<file path="src/rtl/byte_stream_tx.sv">
// byte_stream_tx: transmit end of the byte-stream (data/valid/ready/last) interface.
// A single start strobe latches a payload word and a length, then the block emits
// a framed packet: HEADER_BYTE, L payload bytes (least significant byte first),
// and a checksum byte flagged with last. Downstream backpressure is honoured via
// ready; a one-cycle done pulse follows the checksum transfer.
//
// Ports:
//   clock_i    rising-edge clock
//   clear_ni   asynchronous active-low reset
//   start_i    request strobe, sampled only while idle
//   payload_i  packet data, byte 0 = bits [7:0]
//   length_i   requested payload byte count (clamped to DATA_BYTES)
//   ready_i    downstream accepts the current beat
//   valid_o    data_o/last_o hold a beat
//   data_o     current byte
//   last_o     current beat is the checksum (final) byte
//   busy_o     packet in progress
//   done_o     one-cycle pulse after the checksum beat transfers
module byte_stream_tx #(
    parameter int unsigned DATA_BYTES  = 4,
    parameter logic [7:0]  HEADER_BYTE = 8'h55,
    parameter int unsigned LEN_WIDTH   = 3
) (
    input  logic                    clock_i,
    input  logic                    clear_ni,
    input  logic                    start_i,
    input  logic [8*DATA_BYTES-1:0] payload_i,
    input  logic [LEN_WIDTH-1:0]    length_i,
    input  logic                    ready_i,
    output logic                    valid_o,
    output logic [7:0]              data_o,
    output logic                    last_o,
    output logic                    busy_o,
    output logic                    done_o
);

    localparam logic [LEN_WIDTH-1:0] MaxLen = LEN_WIDTH'(DATA_BYTES);
    localparam logic [LEN_WIDTH-1:0] One    = LEN_WIDTH'(1);

    typedef enum logic [1:0] {
        StIdle,
        StHeader,
        StPayload,
        StChecksum
    } state_e;

    state_e                  state_q, state_d;
    logic [8*DATA_BYTES-1:0] payload_q, payload_d;
    logic [LEN_WIDTH-1:0]    len_q, len_d;
    logic [LEN_WIDTH-1:0]    cnt_q, cnt_d;
    logic [7:0]              sum_q, sum_d;
    logic                    valid_q, valid_d;
    logic [7:0]              data_q, data_d;
    logic                    last_q, last_d;
    logic                    busy_q, busy_d;
    logic                    done_q, done_d;

    logic                    xfer;
    logic [7:0]              sum_next;

    assign xfer     = valid_q & ready_i;
    // Running checksum including the byte currently on the bus.
    assign sum_next = sum_q + data_q;

    always_comb begin
        state_d   = state_q;
        payload_d = payload_q;
        len_d     = len_q;
        cnt_d     = cnt_q;
        sum_d     = sum_q;
        valid_d   = valid_q;
        data_d    = data_q;
        last_d    = last_q;
        done_d    = 1'b0;

        unique case (state_q)
            StIdle: begin
                if (start_i) begin
                    payload_d = payload_i;
                    len_d     = (length_i > MaxLen) ? MaxLen : length_i;
                    cnt_d     = '0;
                    sum_d     = HEADER_BYTE;
                    valid_d   = 1'b1;
                    data_d    = HEADER_BYTE;
                    last_d    = 1'b0;
                    state_d   = StHeader;
                end
            end
            StHeader: begin
                if (xfer) begin
                    if (len_q != '0) begin
                        // payload_q is consumed as a shift register, low byte first.
                        data_d    = payload_q[7:0];
                        payload_d = payload_q >> 8;
                        cnt_d     = len_q - One;
                        state_d   = StPayload;
                    end else begin
                        data_d  = sum_q;
                        last_d  = 1'b1;
                        state_d = StChecksum;
                    end
                end
            end
            StPayload: begin
                if (xfer) begin
                    sum_d = sum_next;
                    if (cnt_q != '0) begin
                        data_d    = payload_q[7:0];
                        payload_d = payload_q >> 8;
                        cnt_d     = cnt_q - One;
                    end else begin
                        data_d  = sum_next;
                        last_d  = 1'b1;
                        state_d = StChecksum;
                    end
                end
            end
            StChecksum: begin
                if (xfer) begin
                    valid_d = 1'b0;
                    last_d  = 1'b0;
                    data_d  = '0;
                    done_d  = 1'b1;
                    state_d = StIdle;
                end
            end
            default: state_d = StIdle;
        endcase

        busy_d = (state_d != StIdle);
    end

    always_ff @(posedge clock_i or negedge clear_ni) begin
        if (!clear_ni) begin
            state_q   <= StIdle;
            payload_q <= '0;
            len_q     <= '0;
            cnt_q     <= '0;
            sum_q     <= '0;
            valid_q   <= 1'b0;
            data_q    <= '0;
            last_q    <= 1'b0;
            busy_q    <= 1'b0;
            done_q    <= 1'b0;
        end else begin
            state_q   <= state_d;
            payload_q <= payload_d;
            len_q     <= len_d;
            cnt_q     <= cnt_d;
            sum_q     <= sum_d;
            valid_q   <= valid_d;
            data_q    <= data_d;
            last_q    <= last_d;
            busy_q    <= busy_d;
            done_q    <= done_d;
        end
    end

    assign valid_o = valid_q;
    assign data_o  = data_q;
    assign last_o  = last_q;
    assign busy_o  = busy_q;
    assign done_o  = done_q;

endmodule
</file>
<file path="config.mk">
export PLATFORM = sky130hd
export DESIGN_NAME = byte_stream_tx
export DESIGN_NICKNAME = d
export VERILOG_FILES = /design/src/rtl/byte_stream_tx.sv
export SDC_FILE = /design/constraint.sdc
export NUM_CORES = 1
export LEC_CHECK = 0
export CAP_MARGIN = 20
export CORE_UTILIZATION = 56
export CTS_BUF_LIST = sky130_fd_sc_hd__clkbuf_4 sky130_fd_sc_hd__clkbuf_8
export CTS_CLUSTER_DIAMETER = 120
export CTS_CLUSTER_SIZE = 30
export DETAILED_ROUTE_END_ITERATION = 10
export HOLD_SLACK_MARGIN = 0.03
export PLACE_DENSITY = 0.83
export SYNTH_ARGS = -nofsm -noshare
export SYNTH_HDL_FRONTEND = slang
export SYNTH_SLANG_ARGS = --single-unit
</file>
<file path="constraint.sdc">
create_clock -name clock_i -period 2.45 [get_ports clock_i]
set_input_delay 0.49 -clock clock_i [delete_from_list [all_inputs] [get_ports clock_i]]
set_output_delay 0.49 -clock clock_i [all_outputs]
set_load 0.005 [all_outputs]
</file>
==> impl_results.md <==
- Pin count of the biggest net entering global routing: 69
- DR WL/cell: about 15 um
- Share of cells above drive strength 1: a little under a tenth
- RSZ-0062 raised after global routing: no
- Antenna diodes: 0
- Setup Buffers After CTS: 0
- Core Rows: 27
- Cts bufs inserted: 9
- Die area: 0.00601 mm^2
- Vias in the first global route: 2426
- Setup violators final: 0
- Vias: 2525
- Met3 Usage GRT: 5.88%
- Worst Path Class, Setup: flip-flop to flip-flop
- Cells after Synth: 313
- Hold slack: 0.162 ns
- Worst slack, placed: ~0.084 ns
- Final setup margin: ~0.24 ns
- H-tree depth: 3
- Post_cts resized: 0
- Post-synth net total: 367
- Die Ht: 77.5 um
- CTS sink count: 60
- Top cell type's share of synthesized area: 47.0%
- Final hold vios: 0
- Storage cell area: 0.00150 mm^2
- Die width: 77.5 um
- Skew final: 0.00655 ns
- Critical Path RT: 2.65 ns
- Post-route ant nets: 0
- Fin crit share: roughly 90%
- Antenna violations before repair: 0
- CTS tree: yes
- Root buf cell: clkbuf_8
- Avg Inst Size Synth: 10.2 um^2
- Leak: 1.96 nW
- Multi-input logic area: around 0.0016 mm^2
- Synth Cell Area: 0.00319 mm^2
- Routing usage on met2: about 38%
- Top Ports: 51
- Final Slew Violations: 0
- Post-synth EDFFs: 0
- Yosys reg bits: 60
- Maximum root-to-sink buffer count: 2
- Router iterations before antenna repair: 4
- Top_reg_cell synth: dfrtp_1
- Gr ovfl total: 0
- Worst-margin pin slew: a little under 0.7 ns
- Minimum clock period: 2.21 ns
- Iter 0 DRT Violations: 159
- Highest clock rate: 453 MHz
- Critical Path AT: 2.41 ns
- Gpl congestion: 0.907
- Nets: 421
- Met1 usage: 33.9%
- Total track usage: 25.2%
- Hpwl dp: between 4000 and 5000 um
- Initial Utilization: 58.0%
- CP endpoint kind: flip-flop
- Sequential area share after synthesis: between 40% and 50%
- Crit path launch type: flip-flop
- Status: completed
- Pwr Density: around 550 mW/mm^2
- Clock Latency Late Sink: approximately 0.34 ns
- Rel. slew slack: 53.4%
- Cts hold-fix bufs: 0
- I/O Buffers: 50
- Share of flip-flops with an asynchronous set or reset: 100%
- Filler cells: 410
- First-pass GRT wire length: 11600 um
- Clock slew at reported path FFs: 0.07 ns
- Detailed Route WL: 6630 um
- Syn. warnings: 0
- Crit-path max FO: slightly below 70
- Worst VDD drop: 0.000524 V
- GRT Max-Usage Layer: met2
- Drt drc: 0
- Total Power: 0.00219 W
- Synth cell types: 52
- Max-Cap Viols: 0
- CORE AREA: 0.00551 mm^2
- Cell taking the most area after synthesis: dfrtp_1
- Setup TNS: 0 ns
- Synthesis-to-finish area growth: 26.1%
- Synth top area cells: dfrtp_1 47%, mux2i_1 8.5%, nand2_1 5.9%
- Worst min path class: input port to async pin
- Vias per cell: 5.69
kinds of logic after synthesis:
kind of cell	count (synthesis)	synth area share, %
buf+inv	20	3.02
compound gates	93	18.7
mux	29	9.17
fa+ha+maj	15	6.12
xor+xnor	8	2.20
simple gates	88	13.8
flops	60	47.0
metrics by stage:
| stage | std cells | area [um^2] | utilization [%] |
|---|---|---|---|
| 2_1_floorplan | 313 | 3190 | - |
| 3_3_place_gp | 428 | 3790 | 68.8 |
| 3_5_place_dp | 428 | 3790 | 68.8 |
| 4_1_cts | 444 | 4020 | 73.1 |
| 5_1_grt | 444 | 4020 | 73.1 |
| 6_report | 444 | 4020 | 73.1 |
final cells by class:
cell class,count,area share (%)
flip-flops and latches,60,37.3
inverters,4,0.373
well taps,72,2.24
repair buffers,59,14.6
clock inverters,4,1.74
multi-input cells,233,39.6
clock buffers,12,4.10
sequential cells by signal, indices dropped and copies added (netlist names):
register / flops
payload_q: 32
data_o: 8
sum_q: 8
cnt_q: 3
len_q: 3
state_q: 2
busy_o: 1
done_o: 1
last_o: 1
valid_o: 1
path summary, 6_finish.rpt:
check | cells after the start | slack (ns) | startpoint | end
min in group clock_i | 2 | 0.49 | payload_q[27] | payload_q[27]
max in group asynchronous | 2 | 1.69 | clear_ni | len_q[0]
min reg2reg | 2 | 0.49 | payload_q[27] | payload_q[27]
max | 7 | 0.24 | state_q[0] | payload_q[25]
max reg2reg | 7 | 0.24 | state_q[0] | payload_q[25]
min | 1 | 0.16 | clear_ni | sum_q[5]
layout by cell type (no fill, tap or decap), drive strengths merged, types with 2 or more instances in the layout:
cell	instances
a22o	5
nand2	52
xor2	3
dfrtp	60
o311ai	2
buf	10
clkinv	2
nand3	2
inv	4
and3	2
nand2b	13
mux2i	27
a221oi	4
xnor2	5
ha	14
mux2	2
clkdlybuf4s50	49
o31ai	2
nor4b	3
o21ai	48
a21o	2
a21oi	13
clkbuf	12
a211oi	3
o22a	2
bufinv	2
o21a	2
nor2	8
power by group:
group	leakage [nW]	internal (W)	switching (W)
clock	0.122	0.000652	0.000380
combinational	1.13	0.0000770	0.0000500
sequential	0.707	0.00102	0.0000162
total	1.96	0.00175	0.000446
Yosys cell counts (2+ instances only):
cell type and count:
dfrtp_1 60, nand2_1 50, o21ai_1 31, mux2i_1 27, o21ai_0 17, ha_1 14
a21oi_1 13, nand2b_1 13, clkbuf_1 8, nor2_1 8, a22o_1 5, xnor2_1 5
a221oi_1 4, buf_2 4, inv_1 4, a211oi_1 3, xor2_1 3, a21o_1 2
and3_1 2, buf_4 2, mux2_2 2, nand2_2 2, nand3_1 2, o21a_1 2
o22a_1 2, o31ai_1 2
critical path: stages (launching register included):
cell and delay [ns]:
dfrtp_1 0.41, inv_1 0.13, ha_1 0.47, nor4b_4 0.38, a2111oi_4 0.09, nand2_2 0.15
buf_12 0.26, o21ai_0 0.16
metal layers:
| metal | wire length, um | vias up |
|---|---|---|
| met1 | 2940 | 1214 |
| met4 | 156 | 0 |
| met3 | 315 | 14 |
| li1 | - | 1228 |
| met2 | 3220 | 69 |
| met5 | 0 | - |
Note: power is estimated with default switching activity, not from simulation.
